==> src/rtl/imem_boot_ctrl.sv <==
// imem_boot_ctrl: packs a host byte stream into imem words and holds the core in reset while loading; IMEM_CHECKSUM_EN adds a trailing XOR check byte
module imem_boot_ctrl #(
  parameter int DEPTH = 16,
  parameter int AW = 4
) (
  input  logic          clk,
  input  logic          rst,
  input  logic          load_start,
  input  logic [AW:0]   load_len,
  input  logic          rx_valid,
  input  logic [7:0]    rx_data,
  output logic          rx_ready,
  output logic          mem_we,
  output logic [AW-1:0] mem_waddr,
  output logic [31:0]   mem_wdata,
  output logic          cpu_rst,
  output logic          busy,
  output logic          done
`ifdef IMEM_CHECKSUM_EN
  ,
  output logic          err
`endif
);
`ifdef IMEM_CHECKSUM_EN
  typedef enum logic [2:0] {RELEASE, RUN, LOAD, CHECK, ERR} state_t;
`else
  typedef enum logic [2:0] {RELEASE, RUN, LOAD} state_t;
`endif
  localparam logic [AW:0] FULL = (AW+1)'(DEPTH);
  localparam logic [AW:0] ONE = (AW+1)'(1);
  state_t state_q, state_d;
  logic [AW:0] len_q, len_d, cnt_q, cnt_d;
  logic [1:0] idx_q, idx_d;
  logic [23:0] word_q, word_d;
  logic we_q, we_d, done_q, done_d;
  logic [AW-1:0] waddr_q, waddr_d;
  logic [31:0] wdata_q, wdata_d;
  logic hs, start;
`ifdef IMEM_CHECKSUM_EN
  logic [7:0] xor_q, xor_d;
  logic err_q, err_d;
  assign busy = state_q == LOAD || state_q == CHECK;
  assign start = load_start && (state_q == RUN || state_q == ERR);
  assign err = err_q;
`else
  assign busy = state_q == LOAD;
  assign start = load_start && state_q == RUN;
`endif
  assign rx_ready = busy;
  assign hs = rx_valid && rx_ready;
  assign cpu_rst = state_q != RUN;
  assign mem_we = we_q;
  assign mem_waddr = waddr_q;
  assign mem_wdata = wdata_q;
  assign done = done_q;
  always_ff @(posedge clk or posedge rst) begin
    if (rst) begin
      state_q <= RELEASE;
      len_q <= '0;
      cnt_q <= '0;
      idx_q <= '0;
      word_q <= '0;
      we_q <= 1'b0;
      waddr_q <= '0;
      wdata_q <= '0;
      done_q <= 1'b0;
`ifdef IMEM_CHECKSUM_EN
      xor_q <= '0;
      err_q <= 1'b0;
`endif
    end else begin
      state_q <= state_d;
      len_q <= len_d;
      cnt_q <= cnt_d;
      idx_q <= idx_d;
      word_q <= word_d;
      we_q <= we_d;
      waddr_q <= waddr_d;
      wdata_q <= wdata_d;
      done_q <= done_d;
`ifdef IMEM_CHECKSUM_EN
      xor_q <= xor_d;
      err_q <= err_d;
`endif
    end
  end
  always_comb begin
    state_d = state_q;
    len_d = len_q;
    cnt_d = cnt_q;
    idx_d = idx_q;
    word_d = word_q;
    we_d = 1'b0;
    waddr_d = waddr_q;
    wdata_d = wdata_q;
    done_d = 1'b0;
`ifdef IMEM_CHECKSUM_EN
    xor_d = xor_q;
    err_d = err_q;
`endif
    if (start) begin
      state_d = LOAD;
      len_d = (load_len == '0 || load_len > FULL) ? FULL : load_len;
      cnt_d = '0;
      idx_d = '0;
`ifdef IMEM_CHECKSUM_EN
      xor_d = '0;
      err_d = 1'b0;
`endif
    end else if (state_q == RELEASE) begin
      state_d = RUN;
    end else if (hs && state_q == LOAD) begin
      idx_d = idx_q + 2'd1;
      word_d = {idx_q == 2'd2 ? rx_data : word_q[23:16],
                idx_q == 2'd1 ? rx_data : word_q[15:8],
                idx_q == 2'd0 ? rx_data : word_q[7:0]};
`ifdef IMEM_CHECKSUM_EN
      xor_d = xor_q ^ rx_data;
`endif
      if (idx_q == 2'd3) begin
        we_d = 1'b1;
        waddr_d = cnt_q[AW-1:0];
        wdata_d = {rx_data, word_q};
        cnt_d = cnt_q + ONE;
        if (cnt_q + ONE == len_q) begin
`ifdef IMEM_CHECKSUM_EN
          state_d = CHECK;
`else
          state_d = RELEASE;
          done_d = 1'b1;
`endif
        end
      end
    end
`ifdef IMEM_CHECKSUM_EN
    else if (hs && state_q == CHECK) begin
      state_d = rx_data == xor_q ? RELEASE : ERR;
      done_d = rx_data == xor_q;
      err_d = rx_data != xor_q;
    end
`endif
  end
endmodule

==> config.mk <==
export PLATFORM = sky130hd
export DESIGN_NAME = imem_boot_ctrl
export DESIGN_NICKNAME = d
export VERILOG_FILES = /design/src/rtl/imem_boot_ctrl.sv
export SDC_FILE = /design/constraint.sdc
export NUM_CORES = 1
export LEC_CHECK = 0
export ABC_AREA = 0
export CAP_MARGIN = 20
export CORE_MARGIN = 1.5
export CORE_UTILIZATION = 26
export DETAILED_ROUTE_END_ITERATION = 10
export HOLD_SLACK_MARGIN = 0.08
export PLACE_DENSITY = 0.42
export REMOVE_ABC_BUFFERS = 1
export SYNTH_ARGS = -nofsm -noshare
export SYNTH_HDL_FRONTEND = slang
export SYNTH_SLANG_ARGS = --single-unit
==> constraint.sdc <==
create_clock -name clk -period 5.05 [get_ports clk]
set_input_delay 0.7575 -clock clk [delete_from_list [all_inputs] [get_ports clk]]
set_output_delay 0.7575 -clock clk [all_outputs]
set_load 0.005 [all_outputs]
* Word-level counts from Yosys, hierarchy flattened
Index checks and enable logic that the tools add are counted.
** Storage, ports and cells
- ROM bits :: 0
- Input port bits :: 17
- Logic and storage cells :: 65
- Memories kept :: 0
- Output and inout bits :: 41
- Latch bits :: 0
- RAM bits :: 0
- Bits in registers :: 77
** Operators by class
- Add/subtract/negate cells :: 2
- Bitwise operators :: 2
- Magnitude comparators :: 1
- Divide/modulo/power cells :: 0
- Shift-type cells :: 0
- Muxes and demuxes :: 22
- Reduce and logical (&&, ||, !) cells :: 19
- $mul :: 0
- Equality and inequality tests :: 8
** Operator list (count)
- $mux W5 :: 5
- $reduce_and A4 Y1 :: 4
- $mux W3 :: 5
- $mux W1 :: 9
- $reduce_bool A3 Y1 :: 3
- $mux W2 :: 3
- $reduce_and A3 Y1 :: 2
- $add A5 B1 Y5 const B :: 1
- $eq A5 B5 Y1 :: 1
- $gt A5 B5 Y1 const B :: 1
- $logic_not A5 Y1 :: 1
- $eq A2 B2 Y1 const B :: 2
- $reduce_bool A2 Y1 :: 2
- $eq A3 B1 Y1 const B :: 1
- $eq A3 B2 Y1 const B :: 1
- $logic_and A1 B1 Y1 :: 3
- $logic_not A3 Y1 :: 1
- $ne A3 B1 Y1 const B :: 1
- $add A2 B1 Y2 const B :: 1
- $eq A2 B1 Y1 const B :: 1
- $logic_not A2 Y1 :: 1
- $ne A2 B2 Y1 const B :: 1
- $not A1 Y1 :: 2
- $reduce_and A2 Y1 :: 1
- $logic_or A1 B1 Y1 :: 1

* Depth between registers and ports, before layout
Gate-level depths: netlist (run 1).
- Depth in word-level cells :: 7
- Depth in mapped cells :: 7
- Gate-level depth less buffers :: 5

* Least setup slack after synthesis (run 1)
OpenSTA, ideal clock, no wires.
- Path kind :: input-to-reg
- Start :: input load_len[2]
- End :: register len_q[0]
- Stages on the path :: 4
- Required time :: 4966 ps
- Library setup time :: 84 ps
- Data arrival time :: 1816 ps
- Slack :: 3150 ps
- Path buffers :: 0
- Cell sequence :: or4_1 ha_1 nand2b_1 o21ai_0
** Between the ends
- Cells in the longest elaborated chain, start to end :: 3
- Elaborated cells on any way between the ends :: 4
- Classes of those cells :: 1 x order compare; 1 x mux; 2 x reduce/logical
** RTL lines
- start, declared :: RTL line 9 : input logic [AW:0] load_len,
- $gt A5 B5 Y1 / $logic_not A5 Y1 (equally long branches) :: RTL line 103 : len_d = (load_len == '0 || load_len > FULL) ? FULL : load_len;
- $logic_or A1 B1 Y1 (*) :: RTL line 103
- $mux W5 (*) :: RTL line 103
- end signal, assigned :: RTL line 73 : len_q <= len_d;
- end, declared :: RTL line 32 : logic [AW:0] len_q, len_d, cnt_q, cnt_d;
Mark *: on every way between the ends. The rest lies on a longest branch, timed or not.
A chain may end at the register's enable or synchronous reset.

* Worst setup path after layout (run 1)
- Start :: input rx_valid
- End :: register cnt_q[3]
** Between the ends
- Cells in the longest elaborated chain, start to end :: 4
** RTL lines
- start, declared :: RTL line 10 : input logic rx_valid,
- $logic_and A1 B1 Y1 :: RTL line 50 : assign hs = rx_valid && rx_ready;
- $logic_and A1 B1 Y1 :: RTL line 112 : end else if (hs && state_q == LOAD) begin
- $reduce_bool A2 Y1 (no source line)
- $reduce_and A3 Y1 (no source line)
- end signal, assigned :: RTL line 74 : cnt_q <= cnt_d;
- end, declared :: RTL line 32
No other way between the ends.

==> metrics.yaml, run 1 <==
outcome: "finished clean"
synth_area_per_cell_um2: 10.96
ys_ff_latch: 76
worstSkewPairLatency_ns: 0.32
p_leak_nw: 2.070
fp.dieH_um: 113.2
fin_ws_ns: 1.969
grt_pass1_wl_um: 11100
cts_tree: "yes"
htree_levels: 3
nets: 369
dp_hpwl_um: 4212
die_w_um: 113.2
num-fill-cells: 1224
synthFlopType: "dfrtp_1"
slew_headroom_pct: 50.21
crit_type: "input pin to flop"
synth_top_area_share_pct: 60.25
cts_setup_buffers: 0
path_clk_slew_ns: 0.06
first_pass_iters: 4
period_share_pct: 61.01
globalRouteTotalUtil_pct: 11.19
hold_path_depth: 2
cts_buffers: 9
syn_inst: 288
max_freq_mhz: 324.6
grt.overflow.total: 0
max_cap_violations: 0
drive_gt1_share_pct: 13.11
grt_max_degree: 45
syn_area_um2: 3157
area_growth_pct: 33.73
min_from: "word_q[23]"
start_kind: "input pin"
synth_edf_count: 0
insertedDiodeCount: 0
layout_min_cycle_time_ns: 3.081
gp_congestion: 0.6633
drt_iter0_drc: 100
synth_cell_types: 30
synth_area_leaders: "dfrtp_1 60%, nand2_1 14%, mux2_2 6.8%"
layout_commonest_cell: "nand2_1"
synth_top_area_cell: "dfrtp_1"
r2r_cells: 5
final_util_pct: 35.44
clkSinkCount: 76
hold_viol: 0
vias: 2075
postCtsHoldBufs: 0
power-per-cell-area_nw_per_um2: 552.7
ioPinCount: 58
ys_seq_area_share_pct: 60.25
hold_end: "mem_wdata[23]"
final_cell_mix: "118 x nand2_1, 76 x dfrtp_1, 57 x clkdlybuf4s50_1"
cp.arrival_ns: 3.30
hold_path.class: "flop to flop"
r2r-end: "cnt_q[3]"
place_ws_ns: 1.532
async_reset_ff_share_pct: 100.0
ant_nets: 0
start_util_pct: 26.50
cp-end-kind: "flop"
ys_warn_count: 0
wl_per_cell_um: 13.18
tightest_slew_ns: 0.7458
coreArea_um2: 11910
crit_fanout: 44
rows: 40
drc: 0
rsz0062_at_grt: "no"
drv_slew: 0
dieArea_um2: 12810
root_buffer: "clkbuf_16"
finalSetupViolCount: 0
setup_tns_ns: 0
grt_pass1_vias: 2164
required_ns: 5.27
regToRegStartpoint: "idx_q[0]"
portBuffers: 57
r2r_setup_slack_ns: 2.33
antenna_found_initial: 0
ir_worst_vdd_v: 0.0001545
vias_per_cell: 4.167
cts.path.max_buffers: 2
wirelength_um: 6562
cts_resized: 0
finClkSkew_ns: 0.005169
==> metal layers <==
metal  GRT usage (%)  vias up  part of all wire, %
met3           3.535        8                  4.4
met4           3.500        0                  1.3
met1           14.95      983                   49
met2           17.37       42                   45
li1                -     1042                    -
met5               0        -                    0
==> worst max-delay path by stage <==
| stage | cells past startpoint | to | slack (ns) | from |
|---|---|---|---|---|
| after floorplan | 1 | cnt_q[0] | 2.35 | rst |
| after global placement | 5 | cnt_q[3] | 1.63 | rx_valid |
| after detailed placement | 5 | cnt_q[3] | 1.53 | rx_valid |
| after CTS | 5 | cnt_q[3] | 1.88 | rx_valid |
| after global routing | 5 | state_q[1] | 1.75 | rx_valid |
| final | 5 | cnt_q[3] | 1.97 | rx_valid |
==> power by group <==
part / leakage [nW] / switching, mW / internal, mW
Sequential: 0.993 / 0.130 / 0.833
Combinational: 0.904 / 0.215 / 0.375
Clock: 0.173 / 0.247 / 0.534
Total: 2.07 / 0.592 / 1.74
==> critical path, stage by stage <==
cell and delay, ns:
clkdlybuf4s50_1 0.54, nand4b_4 0.55, inv_2 0.82, mux2_2 0.41
a21o_1 0.17
==> cell families after synthesis <==
logic type / after synthesis / share of synthesized area (%)
AO/OA/AOI/OAI: 10 / 1.784
XOR/XNOR: 8 / 2.656
multiplexers: 27 / 10.15
AND/OR/NAND/NOR: 144 / 20.06
buffers and inverters: 17 / 2.734
adder cells (fa/ha/maj): 6 / 2.378
flip-flops: 76 / 60.25
==> Yosys cell counts (4+ instances only) <==
cell      count
nand2_1     118
dfrtp_1      76
mux2_2       19
o21ai_0       8
nand3_1       7
ha_1          6
nand2b_1      6
inv_1         5
mux2_4        5
xor2_1        4
==> sequential cells by signal (all words and copies together) (netlist names) <==
name	count
idx_q	2
mem_waddr	4
word_q	24
cnt_q	5
mem_wdata	32
done	1
mem_we	1
len_q	5
state_q	2
==> area by class of cell <==
class                      count  area, µm²  share of cell area (%)
inverter                       6      23.77                  0.5631
tap                          147      183.9                   4.357
clock inverter                 6      136.4                   3.231
multi-input combinational    195       1169                   27.68
clock buffer                  10      229.0                   5.424
sequential                    76       1902                   45.05
timing repair buffer          58      578.1                   13.69
==> per-stage QoR <==
step                total power, mW  hold WS [ns]  cell area (µm²)  cells
finish                        2.333        0.4596             4222    498
global route                  2.484        0.4821             4222    498
CTS                           2.373        0.4612             4222    498
detailed placement            1.581        0.4472             3856    482
global placement              1.567        0.4457             3856    482
floorplan                     1.260        0.4331             3093    277
Power figures use the tool's default switching activity.
==> run 2: changes to the inputs <==
==> constraint.sdc (replaced) <==
create_clock -name clk -period 2.9 [get_ports clk]
set_input_delay 0.435 -clock clk [delete_from_list [all_inputs] [get_ports clk]]
set_output_delay 0.435 -clock clk [all_outputs]
set_load 0.005 [all_outputs]
==> metrics.yaml, run 2 (synthesized netlist as in run 1, its figures left out) <==
cp_slowest_cell: "clkdlybuf4s50_1"
path_clk_slew_ns: 0.06  # about the same
clkPwrFrac_pct: 28.2  # -5.3 points
hold_path.class: "flop to flop"
insertedDiodeCount: 0  # unchanged
rows: 40  # unchanged
cts_buffers: 9  # unchanged
finalSetupViolCount: 0  # unchanged
crit_fanout: 7  # -84%
cts_setup_buffers: 0  # unchanged
grt_pass1_wl_um: 11420  # +2.9%
dp_hpwl_um: 4259  # +1.1%
pwr-share-comb_pct: 27.3  # +2.0 points
wirelength_um: 6698  # +2.1%
required_ns: 2.47  # -2.80 ns
drc: 0  # unchanged
cp-end-kind: "primary output"
postCtsHoldBufs: 0  # unchanged
tightest_slew_ns: 0.6027  # -0.1431 ns
total_power_mw: 3.775  # +62%
layout_commonest_cell: "nand2_1"
num-fill-cells: 1242  # +1.5%
layout_min_cycle_time_ns: 2.029
design_area_um2: 4179  # -1.0%
max_cap_violations: 0  # unchanged
portBuffers: 57  # unchanged
cts_tree: "yes"
p_seq_share_pct: 44.5  # +3.3 points
slowest_delay_ns: 0.54  # -0.28 ns
largest_reg_flops: 32  # unchanged
finClkSkew_ns: 0.006199  # +0.001030 ns
crit_chain: "nor2b_1 > clkdlybuf4s50_1"
grt_pass1_vias: 2198  # +1.6%
cts_resized: 0  # unchanged
outcome: "finished clean"
post_dp_cell_area_um2: 3891  # +0.91%
worstSkewPairLatency_ns: 0.33  # about the same
drive_gt1_share_pct: 14.12  # +1.0 points
final_cell_mix: "118 x nand2_1, 76 x dfrtp_1, 57 x clkdlybuf4s50_1"
start_util_pct: 26.50  # unchanged
slew_headroom_pct: 59.77  # +9.6 points
coreArea_um2: 11910  # unchanged
vias: 2128  # +2.6%
setup_tns_ns: 0  # unchanged
max_freq_mhz: 492.9
area_growth_pct: 32.38
crit_type: "flop to primary output"
drv_slew: 0  # unchanged
dieArea_um2: 12810  # unchanged
rsz0062_at_grt: "no"
antenna_found_initial: 0  # unchanged
root_buffer: "clkbuf_16"
cts.path.max_buffers: 2  # unchanged
start_kind: "flop"
grt_max_degree: 46  # +2.2%
fp.dieH_um: 113.2  # unchanged
ioPinCount: 58  # unchanged
grt.overflow.total: 0  # unchanged
gp_congestion: 0.6686  # +0.80%
drt_iter0_drc: 65  # -35%
globalRouteTotalUtil_pct: 11.60  # +0.42 points
p_switching_mw: 1.039  # +76%
period_share_pct: 69.96
wl_per_cell_um: 13.37  # +1.5%
die_w_um: 113.2  # unchanged
hold_viol: 0  # unchanged
internal-power_mw: 2.736  # +57%
nets: 372  # +0.81%
vias_per_cell: 4.248  # +1.9%
cp.arrival_ns: 1.59  # -1.71 ns
clkSinkCount: 76  # unchanged
htree_levels: 3  # unchanged
power-per-cell-area_nw_per_um2: 903.3  # +63%
ant_nets: 0  # unchanged
first_pass_iters: 4  # unchanged
final_util_pct: 35.08  # -0.36 points
ir_worst_vdd_v: 0.0002514  # +63%
p_leak_nw: 2.057  # -0.61%
p_sw_share_pct: 27.51  # +2.2 points
==> run 2: power groups by stage <==
stage / combinational, mW / clock, mW / sequential (mW)
detailed placement: 1.05 / 0 / 1.71
finish: 1.03 / 1.06 / 1.68
floorplan: 0.529 / 0 / 1.67
CTS: 1.05 / 1.11 / 1.69
global route: 1.15 / 1.16 / 1.75
global placement: 1.03 / 0 / 1.70
==> run 2: routing by layer <==
| metal | track usage, % | share of wire (%) | routed length, µm |
|---|---|---|---|
| met4 | 5.000 | 1.9 | 129 |
| met2 | 18.26 | 45 | 3010 |
| met1 | 14.64 | 49 | 3255 |
| met3 | 3.803 | 4.5 | 302 |
| met5 | 0 | 0 | 0 |
==> run 2: worst max-delay path, delay by kind of cell, from the launching register on <==
family        cells  cell delay (ns)
buf+inv           1             0.54
flops             1             0.48
simple gates      1             0.24
==> run 2: metrics by stage <==
stage	cells	setup WS, ns	hold WS, ns
6_report	501	0.8712	0.4572
3_5_place_dp	485	0.8283	0.4513
5_1_grt	501	0.7464	0.4974
3_3_place_gp	485	0.8575	0.4472
4_1_cts	501	0.8414	0.4648
2_1_floorplan	277	0.5267	0.4331
==> run 2: final timing paths <==
check,slack (ns),start,cells past startpoint,end
worst max-delay path,0.87,state_q[1],2,busy
worst min-delay path,0.46,word_q[22],2,mem_wdata[22]
worst max register to register,1.21,idx_q[0],5,cnt_q[2]
worst min register to register,0.46,word_q[22],2,mem_wdata[22]
max in group asynchronous,1.78,rst,3,mem_wdata[4]
min in group asynchronous,0.48,rst,2,mem_waddr[0]
==> run 2: cell type report <==
| cell class | instances | area (µm²) | area share [%] |
|---|---|---|---|
| multi-input cells | 195 | 1169 | 27.96 |
| clock inverters | 5 | 35.03 | 0.8383 |
| clock buffers | 11 | 252.7 | 6.048 |
| flip-flops and latches | 76 | 1902 | 45.51 |
| inverters | 6 | 23.77 | 0.5689 |
| repair buffers | 61 | 613.1 | 14.67 |
| well taps | 147 | 183.9 | 4.401 |
